==> config.mk <==
export PLATFORM = sky130hd
export DESIGN_NAME = transposer_job_sched
export DESIGN_NICKNAME = d
export VERILOG_FILES = /design/src/rtl/transposer_job_sched.sv
export SDC_FILE = /design/constraint.sdc
export NUM_CORES = 1
export LEC_CHECK = 0
export BUFFER_PORTS_ARGS = -buffer_cell sky130_fd_sc_hd__buf_2
export CAP_MARGIN = 20
export CORE_AREA = 5 5 343 345
export DETAILED_ROUTE_END_ITERATION = 12
export DIE_AREA = 0 0 348 350
export GPL_TIMING_DRIVEN = 0
export PLACE_DENSITY = 0.67
export SLEW_MARGIN = 20
export SYNTH_ARGS = -nofsm -noshare
export SYNTH_HDL_FRONTEND = slang
export SYNTH_SLANG_ARGS = --single-unit
export TNS_END_PERCENT = 1
==> constraint.sdc <==
create_clock -name clk -period 8 [get_ports clk]
set_input_delay 0.8 -clock clk [delete_from_list [all_inputs] [get_ports clk]]
set_output_delay 0.8 -clock clk [all_outputs]
set_load 0.02 [all_outputs]
==> src/rtl/transposer_job_sched.sv <==
// transposer_job_sched: in-order job FIFO that dispatches transposer jobs to
// per-MVU data ports. It holds back a job whose target MVU still has a job in
// flight. Completion is detected when the MVU's busy signal has been seen
// high and then falls.
module transposer_job_sched #(
  parameter  int NMVU  = 8,
  parameter  int XLEN  = 32,
  parameter  int DEPTH = 4,
  localparam int MW    = $clog2(NMVU),
  localparam int AW    = $clog2(DEPTH),
  localparam int PW    = $clog2(DEPTH) + 1
) (
  input  logic                 clk,
  input  logic                 rst_n,
  input  logic                 job_valid,
  output logic                 job_ready,
  input  logic [MW-1:0]        job_mvu,
  input  logic [31:0]          job_prec,
  input  logic [31:0]          job_baddr,
  input  logic [XLEN-1:0]      job_iword,
  output logic [NMVU*32-1:0]   mvu_data_prec,
  output logic [NMVU*32-1:0]   mvu_data_baddr,
  output logic [NMVU*XLEN-1:0] mvu_data_iword,
  output logic [NMVU-1:0]      mvu_data_start,
  input  logic [NMVU-1:0]      mvu_data_busy,
  output logic [NMVU-1:0]      job_done,
  output logic [PW-1:0]        pending,
  output logic                 sched_idle,
  output logic                 err_bad_mvu
);

  // Job storage. Only pointers and occupancy need reset; entry contents are
  // don't-care until written.
  logic [MW-1:0]   fifo_mvu   [DEPTH];
  logic [31:0]     fifo_prec  [DEPTH];
  logic [31:0]     fifo_baddr [DEPTH];
  logic [XLEN-1:0] fifo_iword [DEPTH];

  logic [AW-1:0] wr_ptr_reg;
  logic [AW-1:0] rd_ptr_reg;
  logic [PW-1:0] pending_reg;
  logic          err_reg;
  logic [NMVU-1:0] inflight;

  logic          accept;
  logic          bad_mvu;
  logic          push;
  logic          pop;
  logic [MW-1:0] head_mvu;

  // A job targeting a non-existent MVU is consumed but never stored.
  assign bad_mvu   = ({1'b0, job_mvu} >= (MW+1)'(NMVU));
  assign job_ready = rst_n && (pending_reg < PW'(DEPTH));
  assign accept    = job_valid && job_ready;
  assign push      = accept && !bad_mvu;
  assign head_mvu  = fifo_mvu[rd_ptr_reg];
  // Strict in-order issue: only the head may dispatch.
  assign pop       = (pending_reg != '0) && !inflight[head_mvu];

  assign pending     = pending_reg;
  assign err_bad_mvu = err_reg;
  assign sched_idle  = (pending_reg == '0) && (inflight == '0);

  // Write the accepted job into the slot at the write pointer.
  always_ff @(posedge clk) begin
    if (push) begin
      fifo_mvu[wr_ptr_reg]   <= job_mvu;
      fifo_prec[wr_ptr_reg]  <= job_prec;
      fifo_baddr[wr_ptr_reg] <= job_baddr;
      fifo_iword[wr_ptr_reg] <= job_iword;
    end
  end

  // Pointers, occupancy and the sticky bad-MVU flag.
  always_ff @(posedge clk or negedge rst_n) begin
    if (!rst_n) begin
      wr_ptr_reg  <= '0;
      rd_ptr_reg  <= '0;
      pending_reg <= '0;
      err_reg     <= 1'b0;
    end else begin
      if (push) wr_ptr_reg <= wr_ptr_reg + 1'b1;
      if (pop)  rd_ptr_reg <= rd_ptr_reg + 1'b1;
      if (push && !pop)      pending_reg <= pending_reg + 1'b1;
      else if (pop && !push) pending_reg <= pending_reg - 1'b1;
      if (accept && bad_mvu) err_reg <= 1'b1;
    end
  end

  // One tracking/output slice per MVU.
  for (genvar gi = 0; gi < NMVU; gi++) begin : g_mvu
    logic            dispatch;
    logic            inflight_reg;
    logic            seen_busy_reg;
    logic            start_reg;
    logic            done_reg;
    logic [31:0]     prec_reg;
    logic [31:0]     baddr_reg;
    logic [XLEN-1:0] iword_reg;

    assign dispatch = pop && (head_mvu == MW'(gi));

    // Load fields and pulse start on dispatch; track busy rise/fall afterwards.
    always_ff @(posedge clk or negedge rst_n) begin
      if (!rst_n) begin
        inflight_reg  <= 1'b0;
        seen_busy_reg <= 1'b0;
        start_reg     <= 1'b0;
        done_reg      <= 1'b0;
        prec_reg      <= '0;
        baddr_reg     <= '0;
        iword_reg     <= '0;
      end else begin
        start_reg <= dispatch;
        done_reg  <= 1'b0;
        if (dispatch) begin
          prec_reg      <= fifo_prec[rd_ptr_reg];
          baddr_reg     <= fifo_baddr[rd_ptr_reg];
          iword_reg     <= fifo_iword[rd_ptr_reg];
          inflight_reg  <= 1'b1;
          seen_busy_reg <= 1'b0;
        end else if (inflight_reg) begin
          if (seen_busy_reg && !mvu_data_busy[gi]) begin
            inflight_reg  <= 1'b0;
            seen_busy_reg <= 1'b0;
            done_reg      <= 1'b1;
          end else if (mvu_data_busy[gi]) begin
            seen_busy_reg <= 1'b1;
          end
        end
      end
    end

    assign inflight[gi]                     = inflight_reg;
    assign mvu_data_start[gi]               = start_reg;
    assign job_done[gi]                     = done_reg;
    assign mvu_data_prec[gi*32 +: 32]       = prec_reg;
    assign mvu_data_baddr[gi*32 +: 32]      = baddr_reg;
    assign mvu_data_iword[gi*XLEN +: XLEN]  = iword_reg;
  end

endmodule

After elaboration in Yosys (flattened, before gate mapping)
Memories as Yosys holds them, arrays and structs flattened.
Index checks and enable logic that the tools add are counted.
{ "totals": {"regBits": 807, "ramBits": 396, "output_inout_bits": 790, "mem_count": 4} }
{ "memory_table": {"columns": ["memory", "words", "word_bits", "rd", "rd_clocked_by_memory_dff", "write_ports", "line_no", "rtl"], "rows": [
  ["fifo_baddr", 4, 32, 1, 0, 1, "36", "logic [31:0] fifo_baddr [DEPTH];"],
  ["fifo_iword", 4, 32, 1, 0, 1, "37", "logic [XLEN-1:0] fifo_iword [DEPTH];"],
  ["fifo_prec", 4, 32, 1, 0, 1, "35", "logic [31:0] fifo_prec [DEPTH];"],
  ["fifo_mvu", 4, 3, 1, 0, 1, "34", "logic [MW-1:0] fifo_mvu [DEPTH];"]
]} }
{ "op_classes": {"add_sub_neg": 4, "magnitude_cmp": 2, "n_eq_ne": 7, "mux": 86, "reduce_logical": 62} }
{ "ops": {"columns": ["operator", "count"], "rows": [
  ["$mux W1", 83],
  ["$reduce_bool A3 Y1", 9],
  ["$logic_and A1 B1 Y1", 22],
  ["$reduce_bool A2 Y1", 9],
  ["$reduce_and A2 Y1", 8],
  ["$eq A3 B3 Y1 const B", 4],
  ["$logic_not A1 Y1", 11],
  ["$logic_not A8 Y1", 1],
  ["$eq A3 B2 Y1 const B", 2],
  ["$logic_not A3 Y1", 2],
  ["$mux W3", 2],
  ["$add A2 B1 Y2 const B", 2],
  ["$lt A3 B4 Y1 const B", 1],
  ["$add A3 B1 Y3 const B", 1],
  ["$bmux W1 S3", 1],
  ["$eq A3 B1 Y1 const B", 1],
  ["$lt A3 B3 Y1 const B", 1],
  ["$sub A3 B1 Y3 const B", 1]
]} }

Longest topological paths before layout
An unclocked memory read counts as a cell.
{ "depth": {"depth_word": 8, "ltp_mapped": 11, "mapped_depth_nobuf": 10} }

Worst setup path after synthesis
OpenSTA, ideal clock, no wires.
{ "synth_path": {"path_type": "input -> register", "startpoint": "in rst_n", "endpoint": "mem fifo_baddr[0][0], enable pin", "setup_ns": 0.470, "arrival_time_ns": 3.689, "required_ns": 7.530, "slack_ns": 3.841, "path_stages": 2, "path_buffers": 0, "path_cell_list": "nor2b_1 > and3_1"} }
{ "synth_between": {"elab_chain_len": 4} }
{ "synth_rtl": {"columns": ["element", "line_no", "rtl"], "rows": [
  ["start, declared", "14", "input logic rst_n,"],
  ["$logic_and A1 B1 Y1", "53", "assign job_ready = rst_n && (pending_reg < PW'(DEPTH));"],
  ["$logic_and A1 B1 Y1", "54", "assign accept = job_valid && job_ready;"],
  ["$mux W1", "66", "if (push) begin"],
  ["$mux W1 (implied by the code)", "69", "fifo_baddr[wr_ptr_reg] <= job_baddr;"],
  ["end, declared", "36", null]
]} }
Every way passes these cells.

Worst setup path after layout
{ "layout_path": {"startpoint": "in rst_n", "endpoint": "out job_ready"} }
{ "layout_between": {"elab_chain_len": 1} }
{ "layout_rtl": {"columns": ["element", "line_no", "rtl"], "rows": [
  ["$logic_and A1 B1 Y1", "53", null],
  ["end, declared", "16", "output logic job_ready,"]
]} }
Every way passes these cells.

==> summary.txt <==
Status
  – Result of the run: complete, no violations

Yosys
  – Part of the Yosys area used for sequential elements: 0.7231
  – Count of unique library cells instantiated by Yosys: 37
  – Mean instance size in the synthesized netlist: between 15 and 20 um^2
  – Flip-flop and latch count after synthesis: about 1200
  – Total number of yosys warnings: 0
  – Post-Synthesis Cells: roughly 2300
  – Netlist area before placement: 0.04437 mm^2
  – Post-synthesis net count: around 2400

Setup path
  – Crit path capture type: primary output
  – Worst Path Required: approximately 7.2 ns
  – Arrival time at the worst endpoint: about 3.5 ns
  – CP startpoint kind: primary input
  – Setup CP Type: in -> out
  – Crit path max fanout: around 130

Layout
  – Synthesis-to-finish area growth: 24.86%
  – Fraction of final layout cells with drive strength greater than 1: 0.6023
  – Final net count: about 3500
  – Final cell count without fillers: ~5000
  – Fill count: roughly 10000
  – Post-route cell area: 0.05540 mm^2
  – Seq. cell area: 0.03209 mm^2
  – Combined area of the multi-input logic cells: around 0.012 mm^2
  – Util after Layout: 0.4865

Clock tree
  – Total clock buffers created by CTS: 120
  – Number of levels in the clock H-tree: 3
  – TritonCTS clock tree: yes
  – CTS sink count: 1203
  – # hold bufs at CTS: 1
  – Resized cells post-CTS: 0
  – Latest clock arrival within the worst-skew pair: around 0.7 ns
  – Buffers inserted during post-CTS setup optimization: 0
  – Root cell of the clock tree: clkbuf_16
  – Clock Path Buffers: 3
  – Clock transition time at the flip-flop clock pins of the worst setup and hold paths: about 0.060 ns

Die
  – Die width: ~350 um
  – # IOs: 900
  – Number of placement rows: approximately 120
  – Area of the core: around 0.11 mm^2
  – Chip height: around 350 um
  – Overall die area: 0.1218 mm^2
  – Effective utilization at floorplan: 0.3896

Pwr
  – LEAKAGE: ~24 nW
  – Pwr Total: 26.75 mW
  – Proportion of power drawn by combinational gates: 0.429
  – Net load switching power: approximately 10 mW
  – Worst VDD drop: between 200 and 300 uV
  – Cell internal pwr: about 16 mW
  – Reg power frac: 0.363
  – Power per cell area: 482.8 mW/mm^2
  – Proportion of power drawn by the clock network: 0.208
  – Proportion of total power due to net switching: 0.3920

Timing
  – Pins over their slew limit: 0
  – Hold Fails Final Rpt: 0
  – Final period utilization: 0.5329
  – Worst clock skew on the final layout: 0.02602 ns
  – Slew HR: 0.3578
  – Final number of setup-violating endpoints: 0
  – Setup total negative slack: 0 ns
  – Minimum clock period after layout: roughly 4.3 ns
  – Max Fclk: around 230 MHz
  – Worst slew pin tran: approximately 0.96 ns
  – RSZ-0062 raised after global routing: no

Placement
  – RD Place Congestion: 0.8018
  – HPWL after detailed placement: 94.25 mm
  – Post-Place Cells: around 4700
  – Placed Area: about 0.051 mm^2
  – Port buffer count: roughly 900

Global route
  – Met3 demand-to-capacity share in global routing: 0.04972
  – Total gr overflow: 0
  – M2 GR Usage: 0.3468
  – Number of global-route vias before repair: 25860
  – Grt peak-use layer: met2
  – Global Route met1 Usage: 0.2684
  – Pin count of the biggest net entering global routing: 130
  – Global-route wire length before repair: ~190 mm
  – Number of antenna violations at the first check in global routing: 39
  – Total track usage: 0.2088

Routing
  – # DRC: 0
  – Vias: roughly 25000
  – WL per Instance: approximately 26 um
  – Pre-Repair DR Iteration Count: 4
  – Number of antenna-violating nets in the routed design: 0
  – Total wirelength of the detailed-routed design: about 130 mm
  – Number of DRC markers in iteration 0: approximately 1500
  – Routed via count divided by cell count: 5.024

Run
  – Max capacitance violation total: 0

Hold path
  – Hold Path Class: in -> reg
-- placed cells by master (no fill, tap or decap), types with 5 or more instances in the layout --
cell        instances
a21o_1              5
buf_16             17
buf_2             970
buf_4              27
buf_8               6
clkbuf_1           56
clkbuf_16         121
clkbuf_8           23
clkinv_1            8
clkinv_2           18
clkinvlp_4          5
dfrtp_1           807
diode_2            24
edfxtp_1          396
ha_1                5
inv_1              12
mux2_1             11
mux2_2            758
mux2i_1            13
mux4_2             99
nand2_1             5
nand2b_1            8
nor2_1             14
nor3_4              6
o21ai_0             6
-- metal layers --
| metal | routed length [um] | up-vias |
|---|---|---|
| met4 | 4657 | 18 |
| met2 | 65070 | 795 |
| met5 | 113 | - |
| li1 | - | 10690 |
| met3 | 8236 | 240 |
| met1 | 52350 | 13310 |
-- power by group through the flow --
| stage | sequential, mW | combinational, mW | clock, mW |
|---|---|---|---|
| floorplan | 12.2 | 4.46 | 0 |
| global placement | 9.75 | 11.4 | 0 |
| detailed placement | 9.78 | 11.6 | 0 |
| CTS | 9.69 | 11.7 | 5.69 |
| global route | 9.95 | 12.1 | 5.96 |
| finish | 9.70 | 11.5 | 5.56 |
-- layout make-up --
type | instances | area share
diodes | 24 | 0.001084
plain buffers | 125 | 0.01210
clock buffers | 180 | 0.06287
clock inverters | 47 | 0.008243
inverters | 12 | 0.0008130
multi-input cells | 959 | 0.2096
flip-flops and latches | 1203 | 0.5791
well taps | 1512 | 0.03415
repair buffers | 924 | 0.09205
-- final timing paths --
check	from	to	slack, ns	cells after the start
max in group asynchronous	rst_n	g_mvu[7].iword_reg[20]	4.87	6
setup reg to reg	rd_ptr_reg[0]	g_mvu[3].prec_reg[21]	4.28	8
setup / recovery	rst_n	job_ready	3.74	6
min in group asynchronous	rst_n	g_mvu[2].prec_reg[2]	0.58	2
hold reg to reg	g_mvu[1].iword_reg[29]	g_mvu[1].iword_reg[29]	0.48	1
hold / removal	mvu_data_busy[7]	g_mvu[7].done_reg	0.28	2
-- critical path: stages --
cell and delay [ns]:
dlygate4sd3_1 0.58, buf_12 0.31, buf_16 0.40, buf_16 0.51, nor2b_1 0.40, buf_2 0.26
-- kinds of logic after synthesis --
group                      share of synthesized area
other                                     0.00008451
and+or+nand+nor                             0.007303
buffers and inverters                        0.01610
xor gates and xnor gates                    0.001185
adders and majority gates                   0.001861
muxes                                         0.2483
DFF                                           0.7231
AOI/OAI and AO/OA                           0.002031
-- cell usage after synthesis (all sizes together) --
cell,n,share of area
and3,5,0.00070
mux4,99,0.050
mux2i,13,0.0029
or2,1,0.00014
o22ai,1,0.00014
nand2,5,0.00042
conb,1,0.000085
nor4,2,0.00028
nor2,16,0.0014
inv,12,0.0010
o21ai,6,0.00068
a21o,5,0.00085
xor2,3,0.00059
nor2b,1,0.00014
nor3,7,0.0022
and2,1,0.00014
fa,1,0.00045
a211oi,1,0.00017
nand3,1,0.00011
buf,103,0.013
dfrtp,807,0.46
or3,1,0.00014
a211o,1,0.00020
xnor2,3,0.00059
mux2,769,0.20
ha,5,0.0014
nand2b,8,0.0011
nor3b,3,0.00051
clkbuf,22,0.0019
edfxtp,396,0.27
-- metrics by stage --
| stage | worst slack (ns) | hold WS (ns) |
|---|---|---|
| after global routing | 3.430 | 0.2327 |
| after floorplan | 3.841 | 0.4862 |
| after CTS | 3.713 | 0.2045 |
| final | 3.737 | 0.2788 |
| after detailed placement | 3.894 | 0.4707 |
| after global placement | -12.53 | 0.4645 |
No activity file was read; power rests on OpenSTA's default activity.
